File: src/rtl/fir_mac_sched.sv
// fir_mac_sched: time-multiplexed 4-tap FIR engine.
//   One signed multiplier and one accumulator are stepped through the taps
//   by a three-state FSM (IDLE -> MAC -> DONE). One result is produced per
//   TAPS+2 cycles at best.
//
// Ports:
//   clk_i        rising-edge clock
//   rst_i        asynchronous reset, active-high
//   in_valid_i   input sample valid
//   in_ready_o   block can accept a sample (high only in IDLE)
//   xin_i        input sample, signed DW bits
//   coef_we_i    coefficient write strobe (honoured only while not busy)
//   coef_addr_i  coefficient index 0..TAPS-1
//   coef_data_i  coefficient value, signed CW bits
//   out_valid_o  yout_o holds a valid result
//   out_ready_i  downstream accepts the result
//   yout_o       filtered result, signed OW bits
//   busy_o       high whenever the FSM is not in IDLE
//
// Optional feature: define FIR_SAT_EN to saturate the accumulator to the
// signed OW range on output; otherwise the low OW bits are taken (wrap).

module fir_mac_sched #(
    parameter int DW   = 8,
    parameter int CW   = 8,
    parameter int OW   = 16,
    parameter int TAPS = 4
) (
    input  logic          clk_i,
    input  logic          rst_i,
    input  logic          in_valid_i,
    output logic          in_ready_o,
    input  logic [DW-1:0] xin_i,
    input  logic          coef_we_i,
    input  logic [1:0]    coef_addr_i,
    input  logic [CW-1:0] coef_data_i,
    output logic          out_valid_o,
    input  logic          out_ready_i,
    output logic [OW-1:0] yout_o,
    output logic          busy_o
);

    localparam int PW = DW + CW;
    localparam int AW = DW + CW + 2;
    localparam logic [1:0] LAST_TAP = 2'(TAPS - 1);

`ifdef FIR_SAT_EN
    localparam logic signed [AW-1:0] SAT_MAX = {{(AW-OW+1){1'b0}}, {(OW-1){1'b1}}};
    localparam logic signed [AW-1:0] SAT_MIN = {{(AW-OW+1){1'b1}}, {(OW-1){1'b0}}};
`endif

    typedef enum logic [1:0] {
        IDLE = 2'd0,
        MAC  = 2'd1,
        DONE = 2'd2
    } state_t;

    state_t                 state_q, state_d;
    logic [1:0]             tap_q, tap_d;
    logic signed [AW-1:0]   acc_q, acc_d;
    logic signed [DW-1:0]   x_q [TAPS];
    logic signed [DW-1:0]   x_d [TAPS];
    logic signed [CW-1:0]   h_q [TAPS];
    logic signed [CW-1:0]   h_d [TAPS];
    logic [OW-1:0]          yout_q, yout_d;
    logic                   ov_q, ov_d;

    logic signed [PW-1:0]   prod;
    logic signed [AW-1:0]   sum;

    // Full-precision product of the current tap, sign-extended into the
    // accumulator width.
    assign prod = h_q[tap_q] * x_q[tap_q];
    assign sum  = acc_q + {{(AW-PW){prod[PW-1]}}, prod};

    always_comb begin
        state_d = state_q;
        tap_d   = tap_q;
        acc_d   = acc_q;
        x_d     = x_q;
        h_d     = h_q;
        yout_d  = yout_q;
        ov_d    = ov_q;

        unique case (state_q)
            IDLE: begin
                // A write landing on the accept edge is seen by this sample:
                // MAC first reads h on the following edge.
                if (coef_we_i && (int'(coef_addr_i) < TAPS))
                    h_d[coef_addr_i] = coef_data_i;
                if (in_valid_i) begin
                    x_d[0] = xin_i;
                    for (int unsigned k = 1; k < TAPS; k++)
                        x_d[k] = x_q[k-1];
                    acc_d   = '0;
                    tap_d   = '0;
                    state_d = MAC;
                end
            end
            MAC: begin
                acc_d = sum;
                tap_d = tap_q + 2'd1;
                if (tap_q == LAST_TAP) begin
                    // Final sum goes straight into the output register.
`ifdef FIR_SAT_EN
                    if (sum > SAT_MAX)
                        yout_d = SAT_MAX[OW-1:0];
                    else if (sum < SAT_MIN)
                        yout_d = SAT_MIN[OW-1:0];
                    else
                        yout_d = sum[OW-1:0];
`else
                    yout_d = sum[OW-1:0];
`endif
                    ov_d    = 1'b1;
                    tap_d   = '0;
                    state_d = DONE;
                end
            end
            DONE: begin
                if (out_ready_i) begin
                    ov_d    = 1'b0;
                    state_d = IDLE;
                end
            end
            default: begin
                state_d = IDLE;
                ov_d    = 1'b0;
            end
        endcase
    end

    always_ff @(posedge clk_i or posedge rst_i) begin
        if (rst_i) begin
            state_q <= IDLE;
            tap_q   <= '0;
            acc_q   <= '0;
            yout_q  <= '0;
            ov_q    <= 1'b0;
            for (int unsigned k = 0; k < TAPS; k++) begin
                x_q[k] <= '0;
                h_q[k] <= '0;
            end
        end else begin
            state_q <= state_d;
            tap_q   <= tap_d;
            acc_q   <= acc_d;
            yout_q  <= yout_d;
            ov_q    <= ov_d;
            x_q     <= x_d;
            h_q     <= h_d;
        end
    end

    assign in_ready_o  = (state_q == IDLE);
    assign busy_o      = (state_q != IDLE);
    assign out_valid_o = ov_q;
    assign yout_o      = yout_q;

endmodule

File: config.mk
export PLATFORM = sky130hd
export DESIGN_NAME = fir_mac_sched
export DESIGN_NICKNAME = d
export VERILOG_FILES = /design/src/rtl/fir_mac_sched.sv
export SDC_FILE = /design/constraint.sdc
export NUM_CORES = 1
export LEC_CHECK = 0
export ABC_AREA = 1
export BUFFER_PORTS_ARGS = -buffer_cell sky130_fd_sc_hd__buf_4
export CELL_PAD_IN_SITES_DETAIL_PLACEMENT = 0
export CELL_PAD_IN_SITES_GLOBAL_PLACEMENT = 1
export CORE_MARGIN = 4
export CORE_UTILIZATION = 45
export CTS_BUF_LIST = sky130_fd_sc_hd__clkbuf_8
export DETAILED_ROUTE_END_ITERATION = 12
export PLACE_DENSITY_LB_ADDON = 0.1
export SETUP_SLACK_MARGIN = 0.2
export SYNTH_ARGS = -nofsm -noshare
export SYNTH_HDL_FRONTEND = slang
export SYNTH_SLANG_ARGS = --single-unit
File: constraint.sdc
create_clock -name clk_i -period 16.79 [get_ports clk_i]
set_input_delay 0.8395 -clock clk_i [delete_from_list [all_inputs] [get_ports clk_i]]
set_output_delay 0.8395 -clock clk_i [all_outputs]
set_load 0.05 [all_outputs]
==> metrics.cfg, run 1 <==
[outcome]
status = finished clean

[worst_setup_path]
startpoint = tap_q[1]
path_class = reg -> reg
reg2regPathDepth = 30
reg2reg_slack_ns = 10.27
worst_ep_arrival_time_ns = 6.81
required_ns = 17.08
worst-path-max-fanout = 29
crit_path_frequent_cell = inv_1
startpoint_type = register
endpoint_kind = register
crit_path_top_delay_cell = fa_1
r2r-start = tap_q[1]
timing.rr.end = acc_q[15]
critPathMaxStageDelay_ns = 0.55

[floorplanning]
die_area_um2 = 19300
core_area_um2 = 16700
die_w_um = 139
start_util = 0.461
die_y_um = 139
io_pins = 42
num_rows = 47

[min_path]
hold_path.class = reg -> reg
min_path_cells = 2
holdPathEnd = yout_o[9]
hp-start = yout_o[9]

[finish]
n_fill_cell = 1726
final_area_um2 = 8370
layout.nets = 1113
syn_to_final_growth_pct = 8.61
n_antenna_cell = 0
drive_gt1_frac = 0.104
post-route-util = 0.501

[cts]
htree_levels = 3
numCtsBuffers = 9
cts_hold_buf = 0
clock_sinks = 101
cts.path.max_buffers = 2
ctsRootBufferMaster = clkbuf_8
path_clk_slew_ns = 0.11
cts_resized = 0
clkLatencyLatePin_ns = 0.41
post_cts.repair.setup_buffers = 0
cts_tree = built

[sta]
relSlewSlack = 0.439
max_slew.worst_pin.slew_ns = 0.841
max_freq_ghz = 0.153
setup_tns_ns = 0
fin_crit_ns = 6.52
drv_slew = 0
clock-skew-final_ns = 0.0236
grt_setup_unrepaired = false
hold_viol = 0
timing.final.crit_share = 0.388
setup_viol = 0

[logic_synthesis]
synth_top_area_frac = 0.328
yosys.area.top_type = dfrtp_1
yosysSeqAreaShare = 0.328
synthCells = 960
yosys-top-cells-area = dfrtp_1 (33%), fa_1 (15%), nand2_1 (12%)
synth_warnings = 0
yosys_register_bits = 101
synth_area_per_cell_um2 = 8.03
syn_nets = 1084
synth_cell_types = 41
synth_area_um2 = 7710

[drt]
postRouteAntennaNets = 0
viasPerCell = 4.95
firstDrtPassIters = 5
drc = 0
drt_first_iter_violations = 332
totalWireLength_um = 18000
vias = 6007
wl_per_cell_um = 14.8

[grt]
grt_pass1_vias = 6151
grt_pass1_wl_um = 31200
antenna_found_initial = 0
grt_max_degree = 56
grt_usage = 0.198
grt-ovfl-total = 0

[flow_run]
max_cap_viol_count = 0

[place]
dpl-instance-area_um2 = 8150
port_buffers = 41
place_hpwl_um = 13600
place.gp.congestion = 0.864

-- registers in the layout (all words and copies together), names as in the netlist --
signal and cells:
acc_q 16, yout_o 16, state_q 2, out_valid_o 1
tap_q 2, x_q 32, h_q 32
-- logic make-up (layout without fill, tap and decap cells) --
group | Yosys count | after routing | synth area share
buf+inv | 198 | 232 | 0.105
fa+ha+maj | 101 | 101 | 0.219
flops | 101 | 101 | 0.328
xor+xnor | 17 | 17 | 0.0193
simple gates | 390 | 390 | 0.209
compound gates | 153 | 153 | 0.120
-- Yosys cell counts --
cell and count:
buf_4 6, nand3_4 2, a32oi_1 1, inv_2 14, xnor2_1 7, a21oi_2 1
xor2_1 10, clkbuf_1 5, nand2_2 4, buf_2 10, fa_1 56, a21o_1 6
a32oi_2 9, nor2_1 78, a21oi_1 40, or2_2 4, dfrtp_1 101, o2111ai_1 1
a32o_1 2, a211oi_1 2, a32o_2 1, nand2_1 253, nor2_8 1, ha_1 45
a31oi_1 1, nor2_4 1, o21ai_0 78, o21a_1 1, nand3b_1 2, o22ai_1 2
clkinv_2 1, nor2_2 5, o21bai_1 1, buf_6 4, nand3_1 36, nor3_1 2
nand4_1 1, a21boi_0 2, o21ai_1 5, or2_1 1, inv_1 158
-- area by class of cell --
type	instances	area (um2)	share of cell area
Multi-Input combinational cell	661	4370	0.522
Sequential cell	101	2530	0.302
Inverter	173	653	0.0780
Timing Repair Buffer	43	323	0.0386
Tap cell	220	275	0.0329
Clock buffer	9	124	0.0148
Clock inverter	7	97.6	0.0117
-- worst max-delay path by stage --
stage | end | slack, ns | depth (start not counted)
after floorplan | yout_o[13] | 11.06 | 30
after global placement | acc_q[15] | 10.44 | 32
after detailed placement | yout_o[15] | 10.33 | 30
after CTS | acc_q[15] | 10.29 | 30
after global routing | yout_o[15] | 9.72 | 30
final | acc_q[15] | 10.27 | 30
-- cell usage in the layout (no fill, tap or decap), types with 4 or more instances in the layout --
cell / netlist / layout
a21o_1: 6 / 6
a21oi_1: 40 / 40
a32oi_2: 9 / 9
buf_4: 6 / 43
clkbuf_8: 0 / 9
dfrtp_1: 101 / 101
fa_1: 56 / 56
ha_1: 45 / 45
inv_1: 158 / 157
inv_2: 14 / 14
inv_6: 0 / 4
nand2_1: 253 / 253
nand2_2: 4 / 4
nand3_1: 36 / 36
nor2_1: 78 / 78
nor2_2: 5 / 5
o21ai_0: 78 / 78
o21ai_1: 5 / 5
or2_2: 4 / 4
xnor2_1: 7 / 7
xor2_1: 10 / 10
-- critical path, delay by kind of cell, from the launching register on --
family,cells,cell delay (ns)
fa+ha+maj,6,2.77
simple gates,10,1.33
buf+inv,9,1.04
compound gates,4,0.65
flops,1,0.46
xor+xnor,1,0.14
-- metal layers --
metal | GRT usage | part of all wire | vias to the layer above
met3 | 0.0355 | 0.031 | 22
met2 | 0.290 | 0.43 | 93
met1 | 0.308 | 0.52 | 2852
li1 | - | - | 3040
met5 | 0 | 0 | -
met4 | 0.0381 | 0.011 | 0
-- metrics by stage --
step,cells,hold slack [ns],setup slack (ns)
2_1_floorplan,960,0.449,11.06
3_3_place_gp,1198,0.466,10.44
3_5_place_dp,1198,0.466,10.33
4_1_cts,1214,0.496,10.29
5_1_grt,1214,0.516,9.72
6_report,1214,0.494,10.27
Power of run 1 is not shown: default switching activity piles up to over one toggle a cycle in this logic, so the estimate is an artifact.
==> run 2, diff against run 1 <==
ABC_AREA = 0   (was 1)
clock period = 6.8 ns   (was 16.79 ns; I/O delays follow)
==> run 2 against run 1 <==
  * Register-to-register slack got worse by 9.8 ns
  * Global-route usage shrank 2.4 points
  * Design area decreased by 0.22%
  * Via count decreased by 18%
  * Critical path type unchanged
  * Count of clock-buffer cells in the layout unchanged
  * Flip-flop and latch count unchanged
  * Die area shrank 3.9%
  * Wire length decreased by 17%
  * Clock skew fell by 0.010 ns
  * First-iteration DRC count down 60%
==> metrics.cfg, run 2 <==
[logic_synthesis]
synth_mux_area_frac = 0.148  ; was 0
ys.flop_type = dfrtp_1  ; unchanged
synth_compound_area_frac = 0.0821  ; was 0.120
synthAdderAreaFrac = 0.228  ; was 0.219
yosysSeqAreaShare = 0.342  ; was 0.328
synth_warnings = 0  ; unchanged
yosys-top-cells-area = dfrtp_1 (34%), fa_1 (15%), mux2_2 (10%)  ; was dfrtp_1 (33%), fa_1 (15%), nand2_1 (12%)
synthCells = 668  ; was 960
synth_edf_count = 0  ; unchanged
yosys.area.top_type = dfrtp_1  ; unchanged
synth_top_family_by_area = adder cells  ; unchanged
async_reset_ff_frac = 1.00  ; unchanged
synth_commonest_cells = dfrtp_1 (101), inv_1 (98), mux2_2 (66)  ; was nand2_1 (253), inv_1 (158), dfrtp_1 (101)
syn_nets = 792  ; was 1084
synth_top_area_frac = 0.342  ; was 0.328
synth_area_per_cell_um2 = 11.1  ; was 8.03 um2
synth_area_um2 = 7390  ; was 7710 um2
synth-simple-area-share = 0.108  ; was 0.209
synth_xor_area_frac = 0.0332  ; was 0.0193
synth_cell_types = 52  ; was 41
synth.most_common_cell = dfrtp_1  ; was nand2_1
yosys_register_bits = 101  ; unchanged

[worst_setup_path]
startpoint_type = register  ; unchanged
worst-path-max-fanout = 8  ; was 29
critical-path-top-delay-family = adder cells  ; unchanged
worst_ep_arrival_time_ns = 6.64  ; was 6.81 ns
endpoint_kind = register  ; unchanged
path_class = reg -> reg  ; unchanged
critPathBufInv = 4  ; was 9
path_cells = buf_4 > mux4_2 > or2_2 > fa_1 > inv_1 > fa_1 > fa_1 > inv_1 > fa_1 > inv_1 > ha_1 > or4_4 > a41o_1 > a21oi_2 > xnor2_1 > ha_1 > or4_1 > nor3_4 > or4_1 > nand3_1
crit_path_frequent_cell = fa_1  ; was inv_1
crit_path_top_delay_cell = or4_1  ; was fa_1
startpoint = tap_q[0]  ; was tap_q[1]
r2r-start = tap_q[0]  ; was tap_q[1]
required_ns = 7.08  ; was 17.08 ns
critPathMaxStageDelay_ns = 0.59  ; was 0.55 ns

[grt]
grt_pass1_wl_um = 25400  ; was 31200 um
grt_usage = 0.173  ; was 0.198
antenna_found_initial = 0  ; unchanged
grt-ovfl-total = 0  ; unchanged
use_met2 = 0.296  ; was 0.290
grt_use_met3 = 0.0278  ; was 0.0355
use_met1 = 0.225  ; was 0.308
top_usage_layer = met2  ; was met1
grt_pass1_vias = 5146  ; was 6151
grt_max_degree = 67  ; was 56

[floorplanning]
io_pins = 42  ; unchanged
die_w_um = 136  ; was 139 um
die_y_um = 136  ; was 139 um
core_area_um2 = 16000  ; was 16700 um2
start_util = 0.462  ; was 0.461
die_area_um2 = 18500  ; was 19300 um2
num_rows = 46  ; was 47

[min_path]
hp-start = xin_i[0]  ; was yout_o[9]
hold_path.class = in -> reg  ; was reg -> reg

[sta]
max_slew.worst_pin.slew_ns = 1.15  ; was 0.841 ns
max_freq_ghz = 0.157  ; was 0.153 GHz
fin_crit_ns = 6.36  ; was 6.52 ns
timing.final.crit_share = 0.935  ; was 0.388
setup_viol = 0  ; unchanged
drv_slew = 0  ; unchanged
clock-skew-final_ns = 0.0132  ; was 0.0236 ns
setup_tns_ns = 0  ; unchanged
grt_setup_unrepaired = false  ; unchanged
relSlewSlack = 0.233  ; was 0.439
hold_viol = 0  ; unchanged

[finish]
layout.nets = 850  ; was 1113
reg_top3 = h_q (32), x_q (32)  ; unchanged
n_fill_cell = 1498  ; was 1726
drive_gt1_frac = 0.248  ; was 0.104
layout_commonest_cell = dfrtp_1  ; was nand2_1
syn_to_final_growth_pct = 13.0  ; was 8.61%
layout_common_cells = dfrtp_1 (100), inv_1 (97), mux2_2 (66), buf_4 (61), fa_1 (56)  ; was nand2_1 (253), inv_1 (157), dfrtp_1 (101), o21ai_0 (78), nor2_1 (78)
n_antenna_cell = 0  ; unchanged

[place]
place.gp.congestion = 0.851  ; was 0.864
port_buffers = 41  ; unchanged
place_hpwl_um = 11800  ; was 13600 um

[drt]
firstDrtPassIters = 4  ; was 5
drt_first_iter_violations = 133  ; was 332
drc = 0  ; unchanged
vias = 4905  ; was 6007
viasPerCell = 5.18  ; was 4.95
postRouteAntennaNets = 0  ; unchanged
totalWireLength_um = 15000  ; was 18000 um
wl_per_cell_um = 15.8  ; was 14.8 um

[cts]
numCtsBuffers = 9  ; unchanged
clock_sinks = 101  ; unchanged
path_clk_slew_ns = 0.12  ; was 0.11 ns
htree_levels = 3  ; unchanged
cts.path.max_buffers = 2  ; unchanged
ctsRootBufferMaster = clkbuf_8  ; unchanged
clkLatencyLatePin_ns = 0.40  ; was 0.41 ns
cts_tree = built  ; unchanged

[flow_run]
max_cap_viol_count = 0  ; unchanged

[outcome]
status = finished clean  ; unchanged

-- run 2: per-stage QoR --
stage                util  hold slack, ns  worst slack [ns]  instance area, um2  instances
floorplan               -           0.473             0.471                7390        668
global placement    0.498           0.399             0.260                7960        916
detailed placement  0.498           0.407             0.134                7960        916
CTS                 0.512           0.134             0.208                8190        933
global route        0.522           0.129             0.144                8350        947
finish              0.522           0.159             0.440                8350        947
-- run 2: repair_timing --
action	CTS	global route
hold endpoints to repair	35	0
hold buffers	1	0
cloned	0	0
buffers inserted	0	14
setup endpoints to repair	2	7
pin swaps	0	11
gates resized for setup	1	14
-- run 2: logic make-up (layout without fill, tap and decap cells) --
family,Yosys count,in the layout
xor+xnor,28,28
flops,101,101
buf+inv,115,178
compound gates,92,92
simple gates,149,149
fa+ha+maj,101,101
mux,82,82
-- run 2: path summary, 6_finish.rpt --
path | cells past startpoint | endpoint | slack (ns)
setup reg to reg | 20 | yout_o[14] | 0.44
min in group asynchronous | 3 | state_q[0] | 0.53
hold reg to reg | 2 | yout_o[3] | 0.49
setup / recovery | 20 | yout_o[14] | 0.44
max in group asynchronous | 4 | tap_q[1] | 5.05
hold / removal | 2 | x_q[24] | 0.16
-- run 2: layout make-up --
cell class	count	area (um2)	area share
multi-input combinational	452	4470	0.535
sequential	101	2530	0.303
timing repair buffer	64	495	0.0593
inverter	98	370	0.0444
tap	216	270	0.0324
clock buffer	9	124	0.0148
clock inverter	7	91.3	0.0109
-- run 2: worst register-to-register path, delay by kind of cell, from the launching register on --
kind / cells / cell delay, ns
simple gates: 6 / 1.92
buf+inv: 4 / 0.31
fa+ha+maj: 6 / 2.53
xor+xnor: 1 / 0.08
flops: 1 / 0.43
mux: 1 / 0.56
compound gates: 2 / 0.42
-- run 2: layer usage --
metal | routed length [um] | vias up
li1 | - | 2375
met1 | 6820 | 2442
met5 | 0 | -
met4 | 307 | 0
met3 | 355 | 25
met2 | 7500 | 63
Power of run 2 is left out for the same reason.
==> run 3, diff against run 2 <==
CELL_PAD_IN_SITES_DETAIL_PLACEMENT = 1   (was 0)
CORE_MARGIN = 2   (was 4)
SLEW_MARGIN = 5   (was unset)
==> run 3 against run 2 <==
  * Fmax is 0.20% lower
  * Wire length rose by 14%
  * Flip-flop and latch count is the same
  * Sequential share of layout area shrank 0.38 points
  * Clock skew is 0.00090 ns higher
  * Non-clock buffer count is 3 higher
  * Die area is 5.8% lower
  * Critical path depth unchanged
  * Cell count rose by 0.32%
  * Worst hold slack improved by 0.0075 ns
  * Count of clock-buffer cells in the layout rose by 1
==> metrics.cfg, run 3 (synthesis gave the netlist of run 2 again) <==
[outcome]
status = finished clean  ; unchanged

[drt]
drc = 0  ; unchanged
wl_per_cell_um = 18.0  ; was 15.8 um
postRouteAntennaNets = 0  ; unchanged
drt_first_iter_violations = 141  ; was 133
firstDrtPassIters = 4  ; unchanged
vias = 5060  ; was 4905
viasPerCell = 5.33  ; was 5.18
totalWireLength_um = 17100  ; was 15000 um

[finish]
fin_cells = 950  ; was 947
drive_gt1_frac = 0.263  ; was 0.248
layout_common_cells = dfrtp_1 (100), inv_1 (96), mux2_2 (66), buf_4 (62), fa_1 (55)  ; was dfrtp_1 (100), inv_1 (97), mux2_2 (66), buf_4 (61), fa_1 (56)
layout_commonest_cell = dfrtp_1  ; unchanged
reg_top3 = h_q (32), x_q (32)  ; unchanged
n_antenna_cell = 0  ; unchanged
layout.nets = 853  ; was 850
syn_to_final_growth_pct = 14.5  ; was 13.0%
n_fill_cell = 1741  ; was 1498

[worst_setup_path]
startpoint_type = register  ; unchanged
path_class = reg -> reg  ; unchanged
worst_ep_arrival_time_ns = 6.66  ; was 6.64 ns
required_ns = 7.09  ; was 7.08 ns
endpoint_kind = register  ; unchanged
worst-path-max-fanout = 7  ; was 8

[sta]
fin_crit_ns = 6.37  ; was 6.36 ns
max_freq_ghz = 0.157  ; about the same
hold_ws_ns = 0.167  ; was 0.159 ns
setup_tns_ns = 0  ; unchanged
hold_viol = 0  ; unchanged
setup_viol = 0  ; unchanged
timing.final.crit_share = 0.937  ; was 0.935
grt_setup_unrepaired = false  ; unchanged
drv_slew = 0  ; unchanged
clock-skew-final_ns = 0.0141  ; was 0.0132 ns
final.setup.worst_slack_ns = 0.427  ; was 0.440 ns
max_slew.worst_pin.slew_ns = 1.20  ; was 1.15 ns
relSlewSlack = 0.198  ; was 0.233

[grt]
grt_pass1_vias = 5671  ; was 5146
grt_pass1_wl_um = 28200  ; was 25400 um
grt_usage = 0.204  ; was 0.173
grt_max_degree = 62  ; was 67
grt-ovfl-total = 0  ; unchanged
antenna_found_initial = 0  ; unchanged

[cts]
htree_levels = 3  ; unchanged
numCtsBuffers = 9  ; unchanged
cts_tree = built  ; unchanged
clock_sinks = 101  ; unchanged
clkLatencyLatePin_ns = 0.40  ; about the same
ctsRootBufferMaster = clkbuf_8  ; unchanged
cts.path.max_buffers = 2  ; unchanged
path_clk_slew_ns = 0.11  ; was 0.12 ns

[floorplanning]
io_pins = 42  ; unchanged
core_area_um2 = 15900  ; was 16000 um2
num_rows = 46  ; unchanged
start_util = 0.463  ; was 0.462
die_y_um = 132  ; was 136 um
die_w_um = 132  ; was 136 um
die_area_um2 = 17500  ; was 18500 um2

[flow_run]
max_cap_viol_count = 0  ; unchanged

[place]
place_hpwl_um = 13000  ; was 11800 um
port_buffers = 41  ; unchanged
dp_cells = 914  ; was 916
place.gp.congestion = 0.832  ; was 0.851
dp_slack_ns = 0.184  ; was 0.134 ns

[min_path]
hold_path.class = in -> reg  ; unchanged

[run 3: cell count changes in the layout (fill, tap and decap cells not counted), sizes merged]
cell	previous run	this run
buf	62	65
inv	103	101
bufinv	0	1
clkbuf	10	11
[run 3: final cells by class]
class / count / area (um2) / area share
sequential: 101 / 2530 / 0.299
clock inverter: 6 / 76.3 / 0.00903
timing repair buffer: 67 / 561 / 0.0663
tap: 216 / 270 / 0.0320
multi-input combinational: 452 / 4510 / 0.534
clock buffer: 10 / 138 / 0.0163
inverter: 98 / 370 / 0.0438
[run 3: critical path, cell delays in order (launching register included)]
cell and delay, ns:
dfrtp_2 0.48, clkbuf_16 0.20, mux4_2 0.60, buf_4 0.18, and2_1 0.16, fa_1 0.52, fa_1 0.45, fa_1 0.55
inv_1 0.05, fa_1 0.54, inv_1 0.05, ha_1 0.23, or4_1 0.54, nand3_1 0.15, xnor2_1 0.08, ha_1 0.21
or2_2 0.33, or4_4 0.52, nor3_4 0.22, or4_1 0.14, nand3_1 0.06
[run 3: final timing paths]
kind	start	end	slack [ns]	cells after the start
setup / recovery	tap_q[0]	yout_o[14]	0.43	20
hold / removal	xin_i[0]	x_q[24]	0.17	2
setup reg to reg	tap_q[0]	yout_o[14]	0.43	20
hold reg to reg	yout_o[9]	yout_o[9]	0.49	2
max in group asynchronous	rst_i	tap_q[0]	5.10	4
min in group asynchronous	rst_i	state_q[0]	0.53	3
[run 3: timing repair]
item,in CTS,in global routing
hold endpoints to repair,27,0
setup buffers,0,18
pin swaps,0,9
resized for setup,1,21
setup endpoints to repair,2,8
hold buffers,1,0
gates cloned,0,1
[run 3: per-stage QoR]
step,cell area (um2),utilization
final,8460,0.530
after floorplan,7390,-
after detailed placement,7970,0.500
after global placement,7970,0.500
after global routing,8460,0.530
after CTS,8200,0.514
[run 3: routing by layer]
| metal | part of all wire | track usage | up-vias |
|---|---|---|---|
| met2 | 0.51 | 0.358 | 70 |
| met3 | 0.023 | 0.0319 | 32 |
| met1 | 0.44 | 0.254 | 2577 |
| met4 | 0.027 | 0.0785 | 0 |
| li1 | - | - | 2381 |
| met5 | 0 | 0 | - |
Power of run 3 is left out for the same reason.
